$ cat config.mk
export PLATFORM = sky130hd
export DESIGN_NAME = gcd_sched
export DESIGN_NICKNAME = d
export VERILOG_FILES = /design/src/rtl/gcd_sched.sv
export SDC_FILE = /design/constraint.sdc
export NUM_CORES = 1
export LEC_CHECK = 0
export CAP_MARGIN = 20
export CORE_ASPECT_RATIO = 0.75
export CORE_MARGIN = 2
export CORE_UTILIZATION = 42
export DETAILED_ROUTE_END_ITERATION = 7
export PLACE_DENSITY = 0.93
export SYNTH_ARGS = -nofsm -noshare
export SYNTH_HDL_FRONTEND = slang
export SYNTH_SLANG_ARGS = --single-unit
$ cat constraint.sdc
create_clock -name clk -period 4.65 [get_ports clk]
set_clock_uncertainty 0.15 [all_clocks]
set_input_delay 0.465 -clock clk [delete_from_list [all_inputs] [get_ports clk]]
set_output_delay 0.465 -clock clk [all_outputs]
set_load 0.03 [all_outputs]
$ cat src/rtl/gcd_sched.sv
// rtl/gcd_sched.sv - round-robin scheduler sharing one 8-bit gcd engine among N requesters
// Optional GCD_SCHED_ZERO_BYPASS_EN: a zero operand is answered directly (a|b) without the engine.
module gcd_sched #(
  parameter int N = 4,
  parameter int W = 8
) (
  input  logic           clk,
  input  logic           rst_n,
  input  logic [N-1:0]   req,
  input  logic [N*W-1:0] a_flat,
  input  logic [N*W-1:0] b_flat,
  output logic [N-1:0]   gnt,
  output logic           rsp_valid,
  output logic [2:0]     rsp_id,
  output logic [W-1:0]   rsp_data,
  input  logic           rsp_ready,
  output logic           busy,
  output logic           eng_start,
  output logic [W-1:0]   eng_a,
  output logic [W-1:0]   eng_b,
  input  logic           eng_done,
  input  logic [W-1:0]   eng_ret
);

  localparam int PW = (N > 1) ? $clog2(N) : 1;
  localparam logic [PW:0] NV = (PW+1)'(N);

  typedef enum logic [1:0] {S_IDLE, S_START, S_WAIT, S_RESP} state_t;

  state_t        state_q, state_d;
  logic [PW-1:0] ptr_q, ptr_d;
  logic [PW-1:0] id_q, id_d;
  logic [W-1:0]  op_a_q, op_a_d;
  logic [W-1:0]  op_b_q, op_b_d;
  logic [W-1:0]  res_q, res_d;

  logic          found;
  logic [PW-1:0] sel;
  logic [PW-1:0] cand;
  logic [PW:0]   sum;
  logic [W-1:0]  a_sel, b_sel;
  logic [N-1:0]  gnt_raw;

  // Scan from ptr upward with wrap-around; the first asserted request wins.
  always_comb begin
    found = 1'b0;
    sel   = '0;
    sum   = '0;
    cand  = '0;
    for (int k = 0; k < N; k++) begin
      sum = {1'b0, ptr_q} + (PW+1)'(k);
      if (sum >= NV) sum = sum - NV;
      cand = sum[PW-1:0];
      if (!found && req[cand]) begin
        found = 1'b1;
        sel   = cand;
      end
    end
    a_sel = '0;
    b_sel = '0;
    for (int i = 0; i < N; i++) begin
      if (sel == PW'(i)) begin
        a_sel = a_flat[i*W +: W];
        b_sel = b_flat[i*W +: W];
      end
    end
  end

  always_comb begin
    state_d = state_q;
    ptr_d   = ptr_q;
    id_d    = id_q;
    op_a_d  = op_a_q;
    op_b_d  = op_b_q;
    res_d   = res_q;
    gnt_raw = '0;
    case (state_q)
      S_IDLE: begin
        if (found) begin
          gnt_raw[sel] = 1'b1;
          id_d         = sel;
          op_a_d       = a_sel;
          op_b_d       = b_sel;
`ifdef GCD_SCHED_ZERO_BYPASS_EN
          if (a_sel == '0 || b_sel == '0) begin
            res_d   = a_sel | b_sel;
            state_d = S_RESP;
          end else begin
            state_d = S_START;
          end
`else
          state_d = S_START;
`endif
        end
      end
      S_START: state_d = S_WAIT;
      // eng_done may still be high from the previous operation outside WAIT.
      S_WAIT: begin
        if (eng_done) begin
          res_d   = eng_ret;
          state_d = S_RESP;
        end
      end
      S_RESP: begin
        if (rsp_ready) begin
          state_d = S_IDLE;
          ptr_d   = (id_q == PW'(N-1)) ? '0 : id_q + PW'(1);
        end
      end
      default: state_d = S_IDLE;
    endcase
  end

  always_ff @(posedge clk or negedge rst_n) begin
    if (!rst_n) begin
      state_q <= S_IDLE;
      ptr_q   <= '0;
      id_q    <= '0;
      op_a_q  <= '0;
      op_b_q  <= '0;
      res_q   <= '0;
    end else begin
      state_q <= state_d;
      ptr_q   <= ptr_d;
      id_q    <= id_d;
      op_a_q  <= op_a_d;
      op_b_q  <= op_b_d;
      res_q   <= res_d;
    end
  end

  // Grant is combinational, so it is masked while reset is held.
  assign gnt       = rst_n ? gnt_raw : '0;
  assign busy      = (state_q != S_IDLE);
  assign eng_start = (state_q == S_START);
  assign eng_a     = op_a_q;
  assign eng_b     = op_b_q;
  assign rsp_valid = (state_q == S_RESP);
  assign rsp_id    = (state_q == S_RESP) ? 3'(id_q) : 3'd0;
  assign rsp_data  = (state_q == S_RESP) ? res_q : '0;

endmodule

Yosys cells after proc, flatten, opt, wreduce, memory -nomap -nowiden
Index checks and enable logic that the tools add are counted.

cells by class
  reduce and logical (&&, ||, !) cells = 14
  add/subtract/negate cells = 8
  equal/unequal tests = 10
  multiplexer cells = 40
  order comparisons = 10

operators by type and width
  kind                 number
  $mux 8               9
  $mux 2               13
  $lt 2x3->1 const B   5
  $mux 4               3
  $eq 2x2->1 const B   5
  $ge 3x3->1 const B   3
  $mux 1               9
  $bmux 1 s2           4
  $pmux 2 s4           1
  $sub 2x1->2 const B  4
  $add 2x2->3 const B  2
  $reduce_and 2->1     3
  $eq 2x1->1 const B   2
  $logic_and 1x1->1    4
  $logic_not 2->1      2
  $ne 2x2->1 const B   2
  $add 2x1->3 const B  1
  $ge 2x3->1 const B   1
  $logic_not 1->1      3
  $reduce_and 3->1     1
  $add 2x1->2 const B  1
  $demux 1 s2          1
  $ge 2x1->1 const B   1
  $ne 2x1->1 const B   1
  $reduce_bool 2->1    1

storage, ports and cells
  output and inout port bits = 34
  flip-flop bits (word level) = 30
  input bits = 80
  word-level logic and storage cells = 88

Depth between registers and ports, before layout
Gate-level depths: netlist of the first run.

  word-level depth = 21
  depth in mapped cells = 8
  mapped depth without buffers = 7

Least setup slack after synthesis of the first run
Ideal clock, no wire load.

  kind = input to output
  from = input port req[2]
  to = output port gnt[0]
  data required time = 4.035 ns
  data arrival time = 1.968 ns
  slack = 2.067 ns
  stages = 5
  buffers on the path = 1
  cells stage by stage = nor2b_1 > a221o_1 > o21a_1 > buf_2 > nor3_1

on the way
  word-level cells in the longest chain between the ends = 19
  elaborated cells on any way between the ends = 30
  those cells by class = order compare (2); mux (21); reduce/logical (7)

RTL lines
  item                                                            RTL line  source
  start, declared                                                 9         input logic [N-1:0] req,
  $bmux 1 s2                                                      54        if (!found && req[cand]) begin
  $mux 1 (not written as such)                                    54
  $mux 1                                                          54
  $logic_not 1->1                                                 54
  $logic_and 1x1->1                                               54
  $mux 1                                                          54
  $logic_not 1->1                                                 54
  $logic_and 1x1->1                                               54
  [... 3 more ...]                                                n/a
  $mux 2                                                          54
  $lt 2x3->1 (not written as such) or $ge 2x1->1 (tied branches)  80        gnt_raw[sel] = 1'b1;
  $logic_and 1x1->1 (not written as such)                         80
  $mux 1 (not written as such)                                    80
  $demux 1 s2                                                     80
  $mux 4 *                                                        79        if (found) begin
  $mux 4 *                                                        77        case (state_q)
  $mux 4 *                                                        133       assign gnt = rst_n ? gnt_raw : '0;
  end, declared                                                   12        output logic [N-1:0] gnt,

Every way passes the cells marked *; elsewhere a longest branch is shown, timed or not. The select of a mux whose other input is x is not followed.

Worst setup path after layout of the first run
  from = input port req[1]
  to = output port gnt[0]

The elaborated chain is that of the path after synthesis.

==> key figures, run 1 <==
Critical path
  – Crit end category: output pin
  – Worst Path Arrival: 2.95 ns
  – Crit Path Max Fanout: 18
  – Critical Path Start Type: primary input
  – Crit Path Category: in -> out
  – Worst Path Required: 4.03 ns

Timing
  – Pins Over Slew Limit: 0
  – Setup TNS: 0 ns
  – Hold_ws: 0.342 ns
  – Slew HR: 0.482
  – Unrepaired setup endpoints after global routing: no
  – Period utilisation layout: 0.766
  – Setup violations, final: 0
  – Setup ws final: around 1.1 ns
  – Final hold vios: 0
  – Peak Freq: between 200 and 300 MHz
  – Minimum clock period: 3.56 ns
  – Least-Margin Pin Slew: around 0.8 ns

Logic synthesis
  – Sequential area share after synthesis: 0.360
  – Yosys synthesis warning count: 0
  – Yosys cell types: 38
  – Syn Nets: roughly 300
  – Number of synthesized flops with an enable pin: 0
  – Syn Area/Cell: 9.78 um2
  – Synth async-reset ratio: 1.00
  – Top FF cell, synth: dfrtp_1
  – Cell taking the most area after synthesis: dfrtp_1
  – Ranking of synthesized cells by area: dfrtp_1, mux2i_1, and4_1
  – Post-synthesis register bit count: 30
  – Yosys top cell area share: 0.360
  – Syn Inst Count: around 210
  – Synthesized area: 2080 um2

Cells and area
  – Commonest cells after routing, fill and taps aside: clkdlybuf4s50_1, dfrtp_1, nand2_1
  – FF/Latch Area: roughly 750 um2
  – Share of cells above drive strength 1: 0.0818
  – Net count, final: roughly 400
  – Commonest non-fill, non-tap cell in the layout: clkdlybuf4s50_1
  – Ant diodes: 0
  – Non-Filler Instances: roughly 380
  – Area Overhead vs Synth: 59.3%
  – Total area of multi-input combinational cells: ~1200 um2
  – Number of fill cells: about 370

Clocking
  – CTS tree: built
  – Clock Path Buffers: 2
  – Worst-Skew Late Latency: roughly 0.29 ns
  – CTS Root Cell: clkbuf_8
  – Htree depth: 2
  – # clock sinks: 30
  – Post-CTS Hold Buffers: 0
  – TritonCTS Buffers: 5
  – Post_cts resized: 0
  – Clock slew at reported path FFs: around 0.060 ns
  – Setup bufs post-CTS: 0

Job
  – Max-cap viol count: 0

Route
  – # DRC: 0
  – Vias per cell: around 5.7
  – Vias: between 2000 and 2500
  – Routed Antenna Nets: 0
  – Routed WL per cell: approximately 17 um
  – Total wire length: between 6 and 7 mm
  – First DRT Iteration DRCs: between 150 and 200
  – DRT Pass-1 Iters: 4

Floorplanning
  – Initial Util: 0.430
  – I/O pin cnt: between 100 and 150
  – Die H: 65.0 um
  – Row Count: 22
  – Core Footprint: 4840 um2
  – Die ar.: between 5000 and 6000 um2
  – Die Span X: around 85 um

Place
  – Dpl cells: 370
  – Port-buffer cells: approximately 110
  – Global placement routability congestion: between 0.8 and 0.9
  – Worst slack, placed: approximately 1.1 ns
  – HPWL after DPL: between 4 and 5 mm

Power and ir drop
  – Pwr dens: 561 nW/um2
  – Peak VDD IR: a little over 0.4 mV
  – Power, Total: between 1.5 and 2 mW
  – Static Leak: approximately 1.3 nW

Global route
  – Total track usage: 0.241
  – First-pass GRT wire length: 10.4 mm
  – GR Overflow Total: 0
  – Pin count of the biggest net entering global routing: 37
  – Initial antenna violation count: 0
  – Vias in the first global route: roughly 2100

Worst hold path
  – HP Class: reg -> reg

Run status
  – Status: finished clean
==> per-stage QoR <==
step / instance area [um2] / utilization
after floorplan: 2080 / -
after global placement: 3210 / 0.662
after detailed placement: 3210 / 0.662
after CTS: 3320 / 0.685
after global routing: 3320 / 0.685
final: 3320 / 0.685
==> Yosys cell counts, drive strengths merged, types with 2 or more instances <==
cell	instances
or2	2
buf	6
clkbuf	12
mux2	9
and4	16
dfrtp	30
nand2	23
and2	10
a21o	2
o311ai	16
a21oi	3
o31a	16
mux2i	17
inv	7
o21ai	19
nor3	5
ha	6
nor2	2
==> path summary, 6_finish.rpt <==
check,start,endpoint,slack (ns),cells after the start
max,req[1],gnt[0],1.09,6
min,eng_b[4]$_DFFE_PN0P_,eng_b[4]$_DFFE_PN0P_,0.34,2
max reg2reg,ptr_q[1]$_DFFE_PN0P_,eng_a[4]$_DFFE_PN0P_,2.25,6
min reg2reg,eng_b[4]$_DFFE_PN0P_,eng_b[4]$_DFFE_PN0P_,0.34,2
max in group asynchronous,rst_n,eng_b[5]$_DFFE_PN0P_,3.62,2
min in group asynchronous,rst_n,state_q[1]$_DFFE_PN0P_,0.43,2
==> metal layers <==
metal,vias up,GRT usage,wire (um),share of wire
li1,1014,-,-,-
met1,993,0.292,2670,0.42
met2,123,0.399,2990,0.47
met3,11,0.0917,607,0.095
met4,0,0.0714,112,0.018
met5,-,0,0,0
==> final cells by class <==
cell class / instances / area share
clock buffer: 5 / 0.0207
tap: 60 / 0.0226
sequential: 30 / 0.226
timing repair buffer: 115 / 0.345
clock inverter: 3 / 0.0121
inverter: 7 / 0.00792
multi-input combinational: 158 / 0.366
==> cell families (layout without fill, tap and decap cells) <==
logic type | after synthesis | count (layout) | share of synthesized area
AOI/OAI and AO/OA | 63 | 63 | 0.234
adders and majority gates | 6 | 6 | 0.0360
buffers and inverters | 25 | 130 | 0.0601
DFF | 30 | 30 | 0.360
muxes | 26 | 26 | 0.130
other | 1 | 1 | 0.00180
and+or+nand+nor | 62 | 62 | 0.177
==> state kept, by name (all words and copies together) (netlist names) <==
signal / flops
eng_a: 8
eng_b: 8
res_q: 8
state_q: 2
ptr_q: 2
id_q: 2
==> critical path: stages <==
cell and delay (ns):
clkdlybuf4s50_1 0.65, nor2b_1 0.09, a221o_1 0.37, o21a_1 0.35
nor3_1 0.29, clkdlybuf4s50_1 0.72
==> power by group <==
group	total [mW]	switching (mW)	internal, mW
clock	0.263	0.105	0.157
sequential	0.476	0.0827	0.393
combinational	1.12	0.630	0.495
Power figures use the tool's default switching activity.
==> inputs of run 2 (changes only) <==
- CORE_UTILIZATION: 42 -> 39
- PLACE_DENSITY: 0.93 -> 0.88
- clock period: 4.65 -> 3.4 ns (I/O delays scaled with it)
==> key figures, run 2 (synthesis results as in run 1) <==
Critical path
  – Slowest stage cell, crit path: clkdlybuf4s50_1 (unchanged)
  – R2R depth: 6 (unchanged)
  – Most used cell, CP: clkdlybuf4s50_1 (unchanged)
  – Critical R2R Launch: ptr_q[1]$_DFFE_PN0P_ (unchanged)
  – Crit Path Max Fanout: 9 (was 18)
  – Worst Path Required: 2.91 ns (was 4.03 ns)
  – End of the worst register-to-register path: eng_a[5]$_DFFE_PN0P_ (was eng_a[4]$_DFFE_PN0P_)
  – CP delay by family, top: buffers and inverters (unchanged)
  – Critical Path Start Type: primary input (unchanged)
  – Crit path largest cell delay: 0.70 ns (was 0.72 ns)
  – Worst-path cell chain: clkdlybuf4s50_1 > nor2b_1 > a221o_1 > o21a_1 > nor3_1 > clkdlybuf4s50_1 (unchanged)
  – Crit Path Category: in -> out (unchanged)
  – Crit end category: output pin (unchanged)
  – Worst R2R Setup Slack: 1.24 ns (was 2.25 ns)
  – Worst Path Arrival: 2.62 ns (was 2.95 ns)
  – Worst path bufs/invs: 2 (unchanged)

Clocking
  – Setup bufs post-CTS: 0 (unchanged)
  – TritonCTS Buffers: 5 (unchanged)
  – Clock Path Buffers: 2 (unchanged)
  – Worst-Skew Late Latency: 0.28 ns (was 0.29 ns)
  – CTS Root Cell: clkbuf_8 (unchanged)
  – Htree depth: 2 (unchanged)
  – CTS tree: built (unchanged)
  – # clock sinks: 30 (unchanged)
  – Clock slew at reported path FFs: 0.06 ns (about the same)

Cells and area
  – Commonest cells after routing, fill and taps aside: clkdlybuf4s50_1, dfrtp_1, nand2_1 (unchanged)
  – Non-Filler Instances: 401 (was 378)
  – Ant diodes: 0 (unchanged)
  – Share of cells above drive strength 1: 0.104 (was 0.0818)
  – Final instance area: 3390 um2 (was 3320 um2)
  – Commonest non-fill, non-tap cell in the layout: clkdlybuf4s50_1 (unchanged)
  – Area Overhead vs Synth: 62.9% (was 59.3%)
  – Net count, final: 411 (was 403)

Route
  – Total wire length: 6.49 mm (was 6.38 mm)
  – Vias per cell: 5.28 (was 5.66)
  – First DRT Iteration DRCs: 115 (was 158)
  – Vias: 2118 (was 2141)
  – Routed WL per cell: 16.2 um (was 16.9 um)
  – Routed Antenna Nets: 0 (unchanged)
  – # DRC: 0 (unchanged)
  – DRT Pass-1 Iters: 5 (was 4)

Worst hold path
  – WHS Path Cells: 2 (unchanged)
  – HP Class: reg -> reg (unchanged)
  – Min-Delay Endpoint: eng_b[6]$_DFFE_PN0P_ (was eng_b[4]$_DFFE_PN0P_)
  – Hold Startpoint: eng_b[6]$_DFFE_PN0P_ (was eng_b[4]$_DFFE_PN0P_)

Power and ir drop
  – Comb power frac: 0.613 (was 0.604)
  – P_sw: 1.12 mW (was 0.817 mW)
  – Switch share: 0.435 (was 0.439)
  – Clock Power Share: 0.137 (was 0.141)
  – Pwr dens: 759 nW/um2 (was 561 nW/um2)
  – Peak VDD IR: 0.255 mV (was 0.409 mV)
  – Reg power frac: 0.250 (was 0.255)
  – Power, Total: 2.58 mW (was 1.86 mW)
  – Pint: 1.45 mW (was 1.05 mW)
  – Static Leak: 1.39 nW (was 1.35 nW)

Job
  – Max-cap viol count: 0 (unchanged)

Floorplanning
  – Die ar.: 5950 um2 (was 5550 um2)
  – Core Footprint: 5240 um2 (was 4840 um2)
  – I/O pin cnt: 114 (unchanged)
  – Initial Util: 0.398 (was 0.430)
  – Die H: 67.3 um (was 65.0 um)
  – Row Count: 23 (was 22)
  – Die Span X: 88.4 um (was 85.3 um)

Global route
  – First-pass GRT wire length: 9.98 mm (was 10.4 mm)
  – Met3 Use GR: 0.0403 (was 0.0917)
  – Initial antenna violation count: 0 (unchanged)
  – Most Crowded Layer GR: met2 (unchanged)
  – Met2 usage: 0.405 (was 0.399)
  – Pin count of the biggest net entering global routing: 36 (was 37)
  – GR Overflow Total: 0 (unchanged)
  – Total track usage: 0.221 (was 0.241)
  – M1 GR Usage: 0.267 (was 0.292)
  – Vias in the first global route: 2094 (was 2145)

Timing
  – Setup TNS: 0 ns (unchanged)
  – Pins Over Slew Limit: 0 (unchanged)
  – Final hold vios: 0 (unchanged)
  – Unrepaired setup endpoints after global routing: no (unchanged)
  – Hold_ws: 0.336 ns (was 0.342 ns)
  – Minimum clock period: 3.11 ns
  – Period utilisation layout: 0.913
  – Peak Freq: around 320 MHz
  – Setup violations, final: 0 (unchanged)

Place
  – Port-buffer cells: 112 (unchanged)
  – Global placement routability congestion: 0.831 (was 0.802)
  – DP Area: 3280 um2 (was 3210 um2)
  – HPWL after DPL: 4.93 mm (was 4.72 mm)
  – Dpl cells: 392 (was 370)

Run status
  – Status: finished clean (unchanged)
-- run 2: cell count changes in the layout (fill, tap and decap cells not counted) --
cell             previous run  this run
buf_2                       0         1
buf_4                       3        10
clkdlybuf4s50_1           112       111
dlygate4sd3_1               0         1
-- run 2: routing by layer --
| metal | part of all wire | vias to the layer above |
|---|---|---|
| met1 | 0.43 | 992 |
| li1 | - | 1037 |
| met5 | 0 | - |
| met3 | 0.063 | 6 |
| met4 | 0.0082 | 0 |
| met2 | 0.50 | 83 |
-- run 2: how the worst max path moves through the flow --
stage | startpoint | end | slack, ns | cells after the start
detailed placement | req[1] | gnt[1] | 0.29 | 6
global placement | req[1] | gnt[0] | 0.35 | 6
finish | req[1] | gnt[1] | 0.29 | 6
CTS | req[1] | gnt[1] | 0.28 | 6
floorplan | ptr_q[1]$_DFFE_PN0P_ | gnt[1] | 0.98 | 6
global route | req[0] | gnt[1] | 0.18 | 6
-- run 2: final cells by class --
class / instances / area (um2)
Clock buffer: 5 / 68.8
Clock inverter: 3 / 40.0
Fill cell: 443 / 1840
Inverter: 7 / 26.3
Multi-Input combinational cell: 158 / 1210
Sequential cell: 30 / 751
Tap cell: 75 / 93.8
Timing Repair Buffer: 123 / 1200
-- run 2: power groups by stage --
stage          Clock (mW)  Sequential, mW  Combinational [mW]
2_1_floorplan           0           0.805               0.842
3_3_place_gp            0           0.639                1.54
3_5_place_dp            0           0.652                1.59
4_1_cts             0.363           0.645                1.59
5_1_grt             0.381           0.663                1.70
6_report            0.354           0.644                1.58
-- run 2: stage by stage --
| stage | utilization | worst slack, ns |
|---|---|---|
| 6_report | 0.648 | 0.295 |
| 5_1_grt | 0.648 | 0.179 |
| 4_1_cts | 0.648 | 0.276 |
| 3_5_place_dp | 0.625 | 0.294 |
| 3_3_place_gp | 0.625 | 0.355 |
| 2_1_floorplan | - | 0.984 |
-- run 2: what timing repair did --
action	CTS	global route
endpoints found under the setup margin	0	0
gates resized for setup	0	0
hold buffers	1	0
endpoints found under the hold margin	30	0
-- run 2: tightest hold or removal path, stage by stage, from the launching register on --
cell and delay, ns:
dfrtp_1 0.34, nand2_1 0.05, o311ai_1 0.06
==> inputs of run 3 (changes only) <==
- CORE_UTILIZATION: 39 -> 42
- PLACE_DENSITY: 0.88 -> 0.93
- clock period: 3.4 -> 3.87 ns (I/O delays scaled with it)
==> key figures, run 3 (synthesis results as in run 1) <==
Floorplanning
  – Row Count: 22 (was 23)
  – Core Footprint: 4840 um2 (was 5240 um2)
  – Initial Util: 0.430 (was 0.398)
  – Die ar.: 5550 um2 (was 5950 um2)
  – Die H: 65.0 um (was 67.3 um)
  – Die Span X: 85.3 um (was 88.4 um)
  – I/O pin cnt: 114 (unchanged)

Critical path
  – End of the worst register-to-register path: eng_a[6]$_DFFE_PN0P_ (was eng_a[5]$_DFFE_PN0P_)
  – Worst-path cell chain: clkdlybuf4s50_1 > nor2b_1 > a221o_1 > o21a_1 > nor3_1 > clkdlybuf4s50_1 (unchanged)
  – Critical Path Start Type: primary input (unchanged)
  – Crit end category: output pin (unchanged)
  – Crit Path Category: in -> out (unchanged)
  – R2R depth: 7 (was 6)
  – Slowest stage cell, crit path: clkdlybuf4s50_1 (unchanged)
  – Crit Path Max Fanout: 18 (was 9)
  – Worst Path Required: 3.33 ns (was 2.91 ns)
  – CP delay by family, top: buffers and inverters (unchanged)
  – Worst Path Arrival: 2.84 ns (was 2.62 ns)
  – Worst R2R Setup Slack: 1.68 ns (was 1.24 ns)
  – Most used cell, CP: clkdlybuf4s50_1 (unchanged)
  – Worst path bufs/invs: 2 (unchanged)
  – Critical R2R Launch: ptr_q[1]$_DFFE_PN0P_ (unchanged)
  – Crit path largest cell delay: 0.71 ns (was 0.70 ns)

Cells and area
  – Share of cells above drive strength 1: 0.0903 (was 0.104)
  – Commonest cells after routing, fill and taps aside: clkdlybuf4s50_1, dfrtp_1, nand2_1 (unchanged)
  – Commonest non-fill, non-tap cell in the layout: clkdlybuf4s50_1 (unchanged)
  – Ant diodes: 0 (unchanged)
  – Area Overhead vs Synth: 60.4% (was 62.9%)
  – Number of fill cells: 360 (was 443)
  – Net count, final: 406 (was 411)

Global route
  – Total track usage: 0.226 (was 0.221)
  – Pin count of the biggest net entering global routing: 36 (unchanged)
  – GR Overflow Total: 0 (unchanged)
  – Initial antenna violation count: 0 (unchanged)
  – Vias in the first global route: 2115 (was 2094)
  – First-pass GRT wire length: 9.88 mm (was 9.98 mm)

Place
  – Port-buffer cells: 112 (unchanged)
  – HPWL after DPL: 4.61 mm (was 4.93 mm)
  – Global placement routability congestion: 0.815 (was 0.831)

Clocking
  – CTS tree: built (unchanged)
  – CTS Root Cell: clkbuf_8 (unchanged)
  – Clock slew at reported path FFs: 0.06 ns (about the same)
  – Setup bufs post-CTS: 0 (unchanged)
  – Clock Path Buffers: 2 (unchanged)
  – TritonCTS Buffers: 5 (unchanged)
  – Htree depth: 2 (unchanged)
  – Post-CTS Hold Buffers: 0 (was 1)
  – Worst-Skew Late Latency: 0.28 ns (about the same)
  – Post_cts resized: 0 (unchanged)
  – # clock sinks: 30 (unchanged)

Job
  – Max-cap viol count: 0 (unchanged)

Power and ir drop
  – Power, Total: 2.23 mW (was 2.58 mW)
  – Pwr dens: 668 nW/um2 (was 759 nW/um2)
  – Static Leak: 1.36 nW (was 1.39 nW)
  – Peak VDD IR: 0.449 mV (was 0.255 mV)

Timing
  – Peak Freq: roughly 300 MHz
  – Setup violations, final: 0 (unchanged)
  – Unrepaired setup endpoints after global routing: no (unchanged)
  – Minimum clock period: 3.38 ns
  – Final hold vios: 0 (unchanged)
  – Slew HR: 0.566
  – Setup TNS: 0 ns (unchanged)
  – Least-Margin Pin Slew: 0.652 ns
  – Period utilisation layout: 0.873
  – Pins Over Slew Limit: 0 (unchanged)

Worst hold path
  – Min-Delay Endpoint: eng_b[4]$_DFFE_PN0P_ (was eng_b[6]$_DFFE_PN0P_)
  – HP Class: reg -> reg (unchanged)
  – Hold Startpoint: eng_b[4]$_DFFE_PN0P_ (was eng_b[6]$_DFFE_PN0P_)
  – WHS Path Cells: 2 (unchanged)

Route
  – First DRT Iteration DRCs: 85 (was 115)
  – DRT Pass-1 Iters: 4 (was 5)
  – Vias: 2073 (was 2118)
  – # DRC: 0 (unchanged)
  – Total wire length: 6.05 mm (was 6.49 mm)
  – Routed WL per cell: 15.9 um (was 16.2 um)
  – Vias per cell: 5.44 (was 5.28)
  – Routed Antenna Nets: 0 (unchanged)

Run status
  – Status: finished clean (unchanged)
[run 3: cell types whose count changed in the layout (fill, tap and decap cells not counted), sizes merged]
cell,delta
buf,-5
clkdlybuf4s50,+1
dlygate4sd3,-1
[run 3: final cells by class]
type,count,area [um2],share of cell area
clock buffers,5,68.8,0.0206
clock inverters,3,40.0,0.0120
inverters,7,26.3,0.00787
multi-input cells,158,1210,0.363
flip-flops and latches,30,751,0.225
well taps,60,75.1,0.0225
repair buffers,118,1170,0.349
[run 3: worst max path at each step]
stage / start / endpoint / slack [ns] / cells past startpoint
after global placement: req[2] / gnt[1] / 0.59 / 6
final: req[1] / gnt[0] / 0.49 / 6
after floorplan: ptr_q[1]$_DFFE_PN0P_ / gnt[1] / 1.41 / 6
after detailed placement: req[1] / gnt[0] / 0.50 / 6
after global routing: req[0] / gnt[0] / 0.38 / 6
after CTS: req[0] / gnt[0] / 0.50 / 6
[run 3: power breakdown]
| group | total (mW) | internal [mW] | switching [mW] | leakage, nW |
|---|---|---|---|---|
| Clock | 0.311 | 0.189 | 0.121 | 0.0579 |
| Sequential | 0.571 | 0.472 | 0.0994 | 0.368 |
| Combinational | 1.35 | 0.603 | 0.746 | 0.937 |
| Total | 2.23 | 1.26 | 0.966 | 1.36 |
[run 3: worst register-to-register path: stages (launching register included)]
cell,delay (ns)
dfrtp_1,0.45
nand2_1,0.17
nor2_2,0.04
buf_4,0.20
nor3_4,0.31
buf_4,0.33
mux2i_1,0.26
o311ai_0,0.13
[run 3: per-layer routing]
metal,track usage,vias to the layer above,part of all wire
li1,-,1021,-
met1,0.275,928,0.41
met2,0.384,114,0.48
met3,0.0675,10,0.093
met4,0.0734,0,0.018
met5,0,-,0
[run 3: stage by stage]
| step | area (um2) | cells | hold WS (ns) | worst slack (ns) | util |
|---|---|---|---|---|---|
| after floorplan | 2080 | 213 | -0.0586 | 1.41 | - |
| after global placement | 3230 | 373 | 0.317 | 0.592 | 0.667 |
| after detailed placement | 3230 | 373 | 0.324 | 0.500 | 0.667 |
| after CTS | 3340 | 381 | 0.338 | 0.503 | 0.690 |
| after global routing | 3340 | 381 | 0.356 | 0.376 | 0.690 |
| final | 3340 | 381 | 0.341 | 0.492 | 0.690 |
